**config.mk**
```make
export PLATFORM = sky130hd
export DESIGN_NAME = pll_lock_ctrl
export DESIGN_NICKNAME = d
export VERILOG_FILES = /design/src/rtl/pll_lock_ctrl.sv
export SDC_FILE = /design/constraint.sdc
export NUM_CORES = 1
export LEC_CHECK = 0
export BUFFER_PORTS_ARGS = -buffer_cell sky130_fd_sc_hd__buf_2
export CORE_MARGIN = 4
export CORE_UTILIZATION = 52
export DETAILED_ROUTE_END_ITERATION = 6
export PLACE_DENSITY = 0.72
export SYNTH_ARGS = -nofsm -noshare
export SYNTH_HDL_FRONTEND = slang
export SYNTH_SLANG_ARGS = --single-unit
```
**constraint.sdc**
```tcl
create_clock -name sys_clk -period 6 [get_ports sys_clk]
set_input_delay 1.2 -clock sys_clk [delete_from_list [all_inputs] [get_ports sys_clk]]
set_output_delay 1.2 -clock sys_clk [all_outputs]
set_load 0.02 [all_outputs]
```
**src/rtl/pll_lock_ctrl.sv**
```systemverilog
// PLL reset/lock supervisor: sequences pll_rst, qualifies lock over a stability window,
// releases the downstream reset, and retries on timeout or loss of lock.
module pll_lock_ctrl #(
   parameter int RST_HOLD      = 64,
   parameter int LOCK_TIMEOUT  = 500000,
   parameter int LOCK_STABLE   = 1024,
   parameter int UNLOCK_FILTER = 4,
   parameter int MAX_RETRY     = 3,
   parameter int CNT_W         = 20
) (
   input  logic       sys_clk,
   input  logic       sys_rst_n,
   input  logic       pll_lock,
   input  logic       relock_req,
   output logic       pll_rst,
   output logic       user_rst_n,
   output logic       pll_ready,
   output logic       pll_fail,
   output logic [2:0] retry_cnt,
   output logic [7:0] lol_cnt,
   output logic [2:0] state_o
);

   typedef enum logic [2:0] {
      RST       = 3'd0,
      WAIT_LOCK = 3'd1,
      STABLE    = 3'd2,
      RUN       = 3'd3,
      FAIL      = 3'd4
   } state_t;

   localparam int FILT_W = (UNLOCK_FILTER < 1) ? 1 : $clog2(UNLOCK_FILTER + 1);
   localparam longint CNT_LIM = longint'(1) << CNT_W;
   localparam logic [CNT_W-1:0]  RST_TC     = CNT_W'(RST_HOLD - 1);
   localparam logic [CNT_W-1:0]  TIMEOUT_TC = CNT_W'(LOCK_TIMEOUT - 1);
   localparam logic [CNT_W-1:0]  STABLE_TC  = CNT_W'(LOCK_STABLE - 1);
   localparam logic [CNT_W-1:0]  TIMER_MAX  = '1;
   localparam logic [FILT_W-1:0] FILT_TC    = FILT_W'(UNLOCK_FILTER);
   localparam logic [2:0]        RETRY_MAX  = 3'(MAX_RETRY);

   // A timer too narrow for its terminal counts would wrap and never reach them.
   if (RST_HOLD < 2 || LOCK_TIMEOUT < 1 || LOCK_STABLE < 1 || UNLOCK_FILTER < 1 ||
       MAX_RETRY < 0 || MAX_RETRY > 7 || longint'(RST_HOLD) > CNT_LIM ||
       longint'(LOCK_TIMEOUT) > CNT_LIM || longint'(LOCK_STABLE) > CNT_LIM) begin : g_cfg_err
      $error("pll_lock_ctrl: parameter set does not fit CNT_W or legal ranges");
   end

   state_t             state, state_n;
   logic [CNT_W-1:0]   timer, timer_n, timer_inc;
   logic [2:0]         retry_n;
   logic [7:0]         lol_n;
   logic [FILT_W-1:0]  filt, filt_n;
   logic               sync_meta, lock_s;
   logic               pll_rst_d, user_rst_n_d, pll_ready_d, pll_fail_d;

   always_ff @(posedge sys_clk) begin
      if (!sys_rst_n) begin
         sync_meta <= 1'b0;
         lock_s    <= 1'b0;
      end else begin
         sync_meta <= pll_lock;
         lock_s    <= sync_meta;
      end
   end

   always_ff @(posedge sys_clk) begin
      if (!sys_rst_n) begin
         state      <= RST;
         timer      <= '0;
         retry_cnt  <= '0;
         lol_cnt    <= '0;
         filt       <= '0;
         pll_rst    <= 1'b1;
         user_rst_n <= 1'b0;
         pll_ready  <= 1'b0;
         pll_fail   <= 1'b0;
      end else begin
         state      <= state_n;
         timer      <= timer_n;
         retry_cnt  <= retry_n;
         lol_cnt    <= lol_n;
         filt       <= filt_n;
         pll_rst    <= pll_rst_d;
         user_rst_n <= user_rst_n_d;
         pll_ready  <= pll_ready_d;
         pll_fail   <= pll_fail_d;
      end
   end

   assign timer_inc = (timer == TIMER_MAX) ? timer : timer + 1'b1;

   always_comb begin
      state_n = state;
      timer_n = '0;
      retry_n = retry_cnt;
      lol_n   = lol_cnt;
      filt_n  = '0;
      if (relock_req && state != RST) begin
         state_n = RST;
         retry_n = '0;
      end else begin
         case (state)
            RST: begin
               if (timer == RST_TC) state_n = WAIT_LOCK;
               else                 timer_n = timer_inc;
            end
            // Lock is checked before the timeout so a late lock still qualifies.
            WAIT_LOCK: begin
               if (lock_s) begin
                  state_n = STABLE;
               end else if (timer == TIMEOUT_TC) begin
                  if (retry_cnt == RETRY_MAX) begin
                     state_n = FAIL;
                  end else begin
                     state_n = RST;
                     retry_n = retry_cnt + 3'd1;
                  end
               end else begin
                  timer_n = timer_inc;
               end
            end
            STABLE: begin
               if (!lock_s)                state_n = WAIT_LOCK;
               else if (timer == STABLE_TC) state_n = RUN;
               else                         timer_n = timer_inc;
            end
            RUN: begin
               if (!lock_s) begin
                  filt_n = filt + 1'b1;
                  if (filt_n == FILT_TC) begin
                     state_n = RST;
                     filt_n  = '0;
                     retry_n = '0;
                     lol_n   = (lol_cnt == 8'hFF) ? lol_cnt : lol_cnt + 8'd1;
                  end
               end
            end
            FAIL:    state_n = FAIL;
            default: state_n = RST;
         endcase
      end
   end

   // Outputs are decoded from the next state so they switch on the same edge as the state.
   always_comb begin
      pll_rst_d    = 1'b0;
      user_rst_n_d = 1'b0;
      pll_ready_d  = 1'b0;
      pll_fail_d   = 1'b0;
      case (state_n)
         RST:  pll_rst_d = 1'b1;
         RUN: begin
            user_rst_n_d = 1'b1;
            pll_ready_d  = 1'b1;
         end
         FAIL: begin
            pll_rst_d  = 1'b1;
            pll_fail_d = 1'b1;
         end
         default: pll_rst_d = 1'b0;
      endcase
   end

   assign state_o = state;

endmodule

```
Yosys cells after proc, flatten, opt, wreduce, memory -nomap -nowiden
Index checks and enable logic that the tools add are counted.

word-level totals
  flip-flop bits (word level) = 42
  input bits = 4
  output and inout bits = 18

cells by class
  add/subtract/negate cells = 4
  reductions and logical operators = 10
  equal/unequal tests = 18
  bitwise operators = 5
  mux-type cells = 26

operators with widths
  cell                                                                      number
  20-bit two-way mux                                                        6
  20-bit case mux with 3 select lines                                       1
  3-bit two-way mux                                                         14
  20-bit by 1-bit adder with 20-bit output (second input constant)          1
  20-bit by 10-bit equality test with 1-bit output (second input constant)  1
  20-bit by 19-bit equality test with 1-bit output (second input constant)  1
  20-bit equality test (second input constant)                              1
  20-bit by 6-bit equality test with 1-bit output (second input constant)   1
  3-bit case mux with 5 select lines                                        1
  3-bit by 2-bit equality test with 1-bit output (second input constant)    4
  2-bit != test (second input constant)                                     5
  3-bit equality test (second input constant)                               3
  8-bit by 1-bit adder with 8-bit output (second input constant)            1
  8-bit equality test (second input constant)                               1
  3-bit by 1-bit adder with 3-bit output (second input constant)            2
  3-bit logical NOT                                                         2
  3-bit case mux with 2 select lines                                        1
  6-bit AND reduction                                                       1
  1-bit inverter                                                            5
  5-bit AND reduction                                                       1
  5-bit OR reduction                                                        1
  2-bit OR reduction                                                        2
  3-bit by 1-bit equality test with 1-bit output (second input constant)    1
  1-bit two-way mux                                                         3
  3 further kinds                                                           3

Longest topological paths before layout
Gate-level depths: netlist (run 1).

  depth in word-level cells = 9
  depth in mapped cells = 7
  depth with buffers taken out = 6

Least setup slack after synthesis (run 1)
No wires, ideal clock.

  path type = input port to flip-flop
  start point = input port relock_req
  end point = register timer[18]
  setup slack = 3.752 ns
  path buffers = 1
  stages = 5
  arrival = 2.170 ns
  library setup time = 0.078 ns
  required time = 5.922 ns
  path through = maj3_1 nor3b_1 o31ai_2 buf_4 nor3_1

between the ends
  longest elaborated chain between the ends = 2

ends and longest elaborated chain
  what                          line  text
  start: declaration            14    input logic relock_req,
  1-bit logical AND             98    if (relock_req && state != RST) begin
  2-bit OR reduction (no line)  -
  end signal: assignment        79    timer <= timer_n;
  end: declaration              49    logic [CNT_W-1:0] timer, timer_n, timer_inc;

Every way passes these cells.
A chain may end at the register's enable or synchronous reset.

Worst setup path in the final report (run 1)
  start point = register timer[0]
  end point = register timer[2]

between the ends
  longest elaborated chain between the ends = 5
  elaborated cells between the ends (all ways) = 12
  those cells by class = add/sub: 1; eq/ne: 4; mux: 7

ends and longest elaborated chain
  what                                                                              line      text
  20-bit by 1-bit adder with 20-bit output or 20-bit equality test (tied branches)  90        assign timer_inc = (timer == TIMER_MAX) ? timer : timer + 1'b1;
  20-bit two-way mux                                                                90
  20-bit two-way mux, on equally long branches                                      124, 111
  20-bit two-way mux, on equally long branches                                      123, 109
  20-bit case mux with 3 select lines *                                             102       case (state)

Every way passes the cells marked *; elsewhere a longest branch is shown, timed or not.

==> flow_metrics.env, run 1 <==
export IMPL_min_period_ps=2330
export IMPL_syn_inst=244
export IMPL_ios=22
export IMPL_dp_cells=303
export IMPL_fin_crit_sh_pct=38.8
export IMPL_tns_ps=0
export IMPL_drt_total_wl_um=3960
export IMPL_fin_util_pct=59.3
export IMPL_place_congestion=0.804
export IMPL_io_buffers=21
export IMPL_post_dp_cell_area_mm2=0.00228
export IMPL_drtAntennaViolNets=0
export IMPL_cts_root_buf="clkbuf_8"
export IMPL_grt_max_degree=21
export IMPL_worstSetupPathType="reg -> reg"
export IMPL_postCtsSetupRepairBufs=0
export IMPL_dr_pass1_iters=4
export IMPL_synth_most_common_cell="dfxtp_1"
export IMPL_dp_hpwl_um=2830
export IMPL_power_total_mw=0.516
export IMPL_drcViolationCount=0
export IMPL_cts_tree="built"
export IMPL_worst_pin_slew_ps=753
export IMPL_num_antenna_cells=0
export IMPL_status="complete, no violations"
export IMPL_synthTopCellsByArea="dfxtp_1 (39%), xnor2_1 (5.6%), nor2_1 (3.8%), ha_1 (3.5%), nand3_1 (3.5%)"
export IMPL_setup_slack_ps=3670
export IMPL_cts_made_buffers=5
export IMPL_hold_class="reg -> reg"
export IMPL_crit_slowest_cell="nor2_1"
export IMPL_cp_end_kind="flip-flop"
export IMPL_area_growth_pct=9.91
export IMPL_path_cells="ha_1, nand3_1, nor2_1, a41oi_1, o31ai_2, buf_4, nor3b_1"
export IMPL_regArea_um2=841
export IMPL_num_rows=23
export IMPL_synth_nets=254
export IMPL_crit_path_start_kind="flip-flop"
export IMPL_synthTopCellsByCount="dfxtp_1 (42), nor2_1 (22), nand2_1 (17)"
export IMPL_max_freq_ghz=0.430
export IMPL_hold_slack_ps=443
export IMPL_power_density_mw_per_mm2=216
export IMPL_num_vias=1721
export IMPL_clkTransAtPathRegs_ps=80
export IMPL_cts_hold_buf=0
export IMPL_synth_async_reset_ratio_pct=0
export IMPL_synth_edf_count=0
export IMPL_syn_avg_cell_area_um2=8.90
export IMPL_yosysSeqAreaShare_pct=38.7
export IMPL_fp_dieH_um=72.6
export IMPL_critPathArrivalTime_ps=2500
export IMPL_drt_iter0_drc=147
export IMPL_cp_top_family="simple AND/OR/NAND/NOR gates"
export IMPL_cts_htree_levels=2
export IMPL_globalRouteOverflowTotal=0
export IMPL_wl_per_cell_um=12.7
export IMPL_dp_worst_setup_slack_ps=3460
export IMPL_ctsResizeCount=0
export IMPL_cts_num_sinks=42
export IMPL_yosysWarnings=0
export IMPL_finalInstanceArea_mm2=0.00239
export IMPL_die_x_um=72.6
export IMPL_grt_usage_pct=16.7
export IMPL_setup_viol=0
export IMPL_drv_cap=0
export IMPL_ir_drop_mv=0.149
export IMPL_grt_pass1_wl_um=7050
export IMPL_fp_coreArea_mm2=0.00403
export IMPL_rsz0062_at_grt="no"
export IMPL_yosysTopAreaCellShare_pct=38.7
export IMPL_via_per_inst=5.53
export IMPL_grt_pass1_vias=1535
export IMPL_clockBufferDepth=2
export IMPL_hold_violations=0
export IMPL_critPathMaxFanout=20
export IMPL_fill_cells=375
export IMPL_start_util_pct=53.9
export IMPL_synthFlopType="dfxtp_1"
export IMPL_p_leak_nw=0.950
export IMPL_final_setup_skew_ps=9.12
export IMPL_die_area_mm2=0.00528
export IMPL_layout_drive_gt1_share_pct=15.7
export IMPL_crit_required_ps=6180
export IMPL_slew_headroom_pct=49.4
export IMPL_maxSlewViolCount=0
export IMPL_instances_no_fill=311
export IMPL_multi_input_area_mm2=0.00124
export IMPL_layout_nets=270
export IMPL_grt_antenna_before_repair=0
export IMPL_cp_slowest_stage_delay_ps=470
export IMPL_clkLatencyLatePin_ps=300
export IMPL_synthesis_area_mm2=0.00217
export IMPL_yosysUniqueCellTypes=45
export IMPL_synth_area_leader_cell="dfxtp_1"
export IMPL_cp_num_buf_inv=1
export IMPL_ys_seq_elements=42
==> registers in the layout, summed over array words and instances, names as in the netlist, 3 cells and up <==
name and count:
state_o 3, filt 3, lol_cnt 8, retry_cnt 3
timer 20
==> layout by cell type (no fill, tap or decap), drive strengths merged, types with 4 or more instances in the layout <==
cell    Yosys  routed
buf         5      22
ha          6       6
nor2b       4       4
xnor2      14      14
nor2       22      22
nand4      11      11
a211oi      6       6
mux2i       5       5
a21oi      10      10
and3        4       4
dfxtp      42      42
nor3b       6       6
inv         6       6
xor2        7       7
nor3        9       9
and2        6       6
nand2      17      17
clkbuf      8       5
nor4        7       7
nand3      15      15
nand2b      4       4
==> per-layer routing <==
metal,part of all wire (%),GRT usage (%),routed length (um),vias up
met5,0,0,0,-
met4,1.3,5.53,53,0
met3,3.8,4.55,150,5
met2,43,25.1,1720,22
met1,51,23.2,2030,789
li1,-,-,-,905
==> kinds of logic (layout without fill, tap and decap cells) <==
group	after synthesis	after routing	share of synthesized area [%]
AO/OA/AOI/OAI	28	28	8.87
flip-flops	42	42	38.7
multiplexers	5	5	2.30
XOR/XNOR	21	21	8.47
buffers and inverters	19	36	4.20
adder cells (fa/ha/maj)	7	7	3.92
AND/OR/NAND/NOR	122	122	33.5
==> final cells by class <==
cell class	instances	area share [%]
timing repair buffer	22	4.72
sequential	42	35.2
tap	50	2.62
clock buffer	5	2.88
multi-input combinational	183	51.9
inverter	6	0.943
clock inverter	3	1.68
==> power by group <==
group,switching [mW],internal [mW],total [mW]
clock network,0.0981,0.122,0.221
logic,0.00756,0.00457,0.0121
registers,0.00224,0.281,0.283
==> final timing paths <==
kind / startpoint / to / slack, ps / cells after the start
setup / recovery: timer[0]$_SDFF_PP0_ / timer[2]$_SDFF_PP0_ / 3670 / 7
hold / removal: sync_meta$_SDFF_PN0_ / lock_s$_SDFF_PN0_ / 440 / 1
setup reg to reg: timer[0]$_SDFF_PP0_ / timer[2]$_SDFF_PP0_ / 3670 / 7
hold reg to reg: sync_meta$_SDFF_PN0_ / lock_s$_SDFF_PN0_ / 440 / 1
Power figures use the tool's default switching activity.
==> inputs of run 2 (changes only) <==
ABC_AREA = 1   (was default)
PLACE_DENSITY = 0.71   (was 0.72)
clock period = 2.4 ns   (was 6 ns; I/O delays follow)
==> run 2 against run 1 <==
Net effect:
- area after synthesis up 6.0%
- combinational power rose to 2.6 times the previous value
- design area up 5.6%
- flip-flop and latch count unchanged
- sequential share of layout area down 1.9 points
- critical path depth up 3
- critical endpoint is now timer[4]$_SDFF_PP0_
- largest power group unchanged
==> flow_metrics.env, run 2 <==
export IMPL_status="complete, no violations"
export IMPL_globalRouteOverflowTotal=0
export IMPL_p_leak_nw=1.04
export IMPL_postCtsSetupRepairBufs=0
export IMPL_synthFlopType="dfxtp_1"
export IMPL_layout_drive_gt1_share_pct=17.8
export IMPL_setup_viol=0
export IMPL_cts_made_buffers=5
export IMPL_synth_edf_count=0
export IMPL_synth_area_leader_cell="dfxtp_1"
export IMPL_cp_end_kind="flip-flop"
export IMPL_grt_max_degree=21
export IMPL_final_cell_mix="nand2_1 (67), nor2_1 (48), dfxtp_1 (42), inv_1 (36), buf_2 (21)"
export IMPL_grt_usage_pct=17.8
export IMPL_critPathArrivalTime_ps=2190
export IMPL_drtAntennaViolNets=0
export IMPL_dp_worst_setup_slack_ps=363
export IMPL_clockBufferDepth=2
export IMPL_setup_slack_ps=369
export IMPL_slew_headroom_pct=66.8
export IMPL_final_common_cell="nand2_1"
export IMPL_fin_crit_sh_pct=84.6
export IMPL_r2r_start="timer[0]$_SDFF_PP0_"
export IMPL_max_freq_ghz=0.492
export IMPL_wl_per_cell_um=11.5
export IMPL_yosysSeqAreaShare_pct=36.5
export IMPL_ir_drop_mv=0.334
export IMPL_drcViolationCount=0
export IMPL_fill_cells=391
export IMPL_clkLatencyLatePin_ps=300
export IMPL_maxSlewViolCount=0
export IMPL_synthTopCellsByCount="nand2_1 (67), nor2_1 (48), dfxtp_1 (42)"
export IMPL_fp_dieH_um=74.5
export IMPL_io_buffers=21
export IMPL_regArea_um2=841
export IMPL_area_growth_pct=9.46
export IMPL_dp_cells=384
export IMPL_die_area_mm2=0.00556
export IMPL_drv_cap=0
export IMPL_synth_most_common_cell="nand2_1"
export IMPL_start_util_pct=55.6
export IMPL_num_vias=1985
export IMPL_rsz0062_at_grt="no"
export IMPL_num_rows=23
export IMPL_cts_tree="built"
export IMPL_cts_num_sinks=42
export IMPL_hold_depth=3
export IMPL_cts_hold_buf=0
export IMPL_drt_total_wl_um=4510
export IMPL_largestRegisters="timer x20, lol_cnt x8"
export IMPL_critPathLaunch="timer[0]$_SDFF_PP0_"
export IMPL_worstSetupPathType="reg -> reg"
export IMPL_dp_hpwl_um=3440
export IMPL_ys_seq_elements=42
export IMPL_min_delay_start="pll_lock"
export IMPL_post_dp_cell_area_mm2=0.00242
export IMPL_synth_async_reset_ratio_pct=0
export IMPL_tns_ps=0
export IMPL_grt_pass1_vias=1792
export IMPL_place_congestion=0.873
export IMPL_final_setup_skew_ps=10.5
export IMPL_via_per_inst=5.06
export IMPL_critPathMaxFanout=20
export IMPL_drt_iter0_drc=122
export IMPL_worst_pin_slew_ps=497
export IMPL_power_total_mw=1.21
export IMPL_crit_path_start_kind="flip-flop"
export IMPL_ff2ff_path_depth=10
export IMPL_multi_input_area_mm2=0.00126
export IMPL_fp_coreArea_mm2=0.00414
export IMPL_finalInstanceArea_mm2=0.00252
export IMPL_num_antenna_cells=0
export IMPL_power_density_mw_per_mm2=482
export IMPL_min_period_ps=2030
export IMPL_yosysUniqueCellTypes=34
export IMPL_yosysWarnings=0
export IMPL_layout_nets=351
export IMPL_regMostFlops="timer"
export IMPL_dr_pass1_iters=4
export IMPL_syn_inst=318
export IMPL_hold_class="in -> reg"
export IMPL_cts_htree_levels=2
export IMPL_die_x_um=74.5
export IMPL_synth_nets=328
export IMPL_grt_antenna_before_repair=0
export IMPL_instances_no_fill=392
export IMPL_syn_avg_cell_area_um2=7.24
export IMPL_synthTopCellsByArea="dfxtp_1 (37%), nand2_1 (11%), nor2_1 (7.8%), inv_1 (5.9%), xor2_1 (4.2%)"
export IMPL_synthesis_area_mm2=0.00230
export IMPL_clkTransAtPathRegs_ps=80
export IMPL_grt_pass1_wl_um=7790
export IMPL_ctsResizeCount=0
export IMPL_ios=22
export IMPL_crit_required_ps=2560
export IMPL_hold_violations=0
export IMPL_largest_reg_flops=20
export IMPL_yosysTopAreaCellShare_pct=36.5
export IMPL_cts_root_buf="clkbuf_8"
-- run 2: area by class of cell --
cell class	instances	area share, %
sequential	42	33.4
timing repair buffer	21	4.17
multi-input combinational	231	50.1
inverter	40	6.06
clock buffer	6	3.28
tap	50	2.48
clock inverter	2	0.497
-- run 2: path summary, 6_finish.rpt --
check / to / slack (ps)
max: timer[4]$_SDFF_PP0_ / 370
min: sync_meta$_SDFF_PN0_ / 370
max reg2reg: timer[4]$_SDFF_PP0_ / 370
min reg2reg: lock_s$_SDFF_PN0_ / 430
-- run 2: logic make-up (layout without fill, tap and decap cells) --
kind of cell,count (synthesis),count (layout),share of synthesized area (%)
fa+ha+maj,6,6,3.26
compound gates,42,42,11.4
xor+xnor,17,17,6.47
buf+inv,45,69,8.59
simple gates,166,166,33.8
flops,42,42,36.5
-- run 2: per-layer routing --
metal	part of all wire, %	vias to the layer above	global-route usage [%]
li1	-	1065	-
met1	49	870	24.0
met4	0.64	0	4.74
met3	5.1	4	4.46
met2	45	46	28.6
met5	0	-	0
-- run 2: worst max-delay path: stages, from the launching register on --
cell and delay, ps:
dfxtp_1 390, ha_1 220, nand3_1 210, inv_2 160
nand2_2 80, nor2_2 130, nand3_2 100, nand3_2 80
nand3_2 60, nand2_2 380, a21oi_1 90
-- run 2: report_power, final --
part / internal (mW) / switching, mW
clock network: 0.231 / 0.244
registers: 0.702 / 0.00573
logic: 0.00927 / 0.0217
-- run 2: stage by stage --
| step | hold WS (ps) | util [%] |
|---|---|---|
| final | 365 | 60.8 |
| after global routing | 360 | 60.8 |
| after CTS | 354 | 60.8 |
| after detailed placement | 409 | 58.5 |
| after global placement | 408 | 58.5 |
| after floorplan | 390 | - |
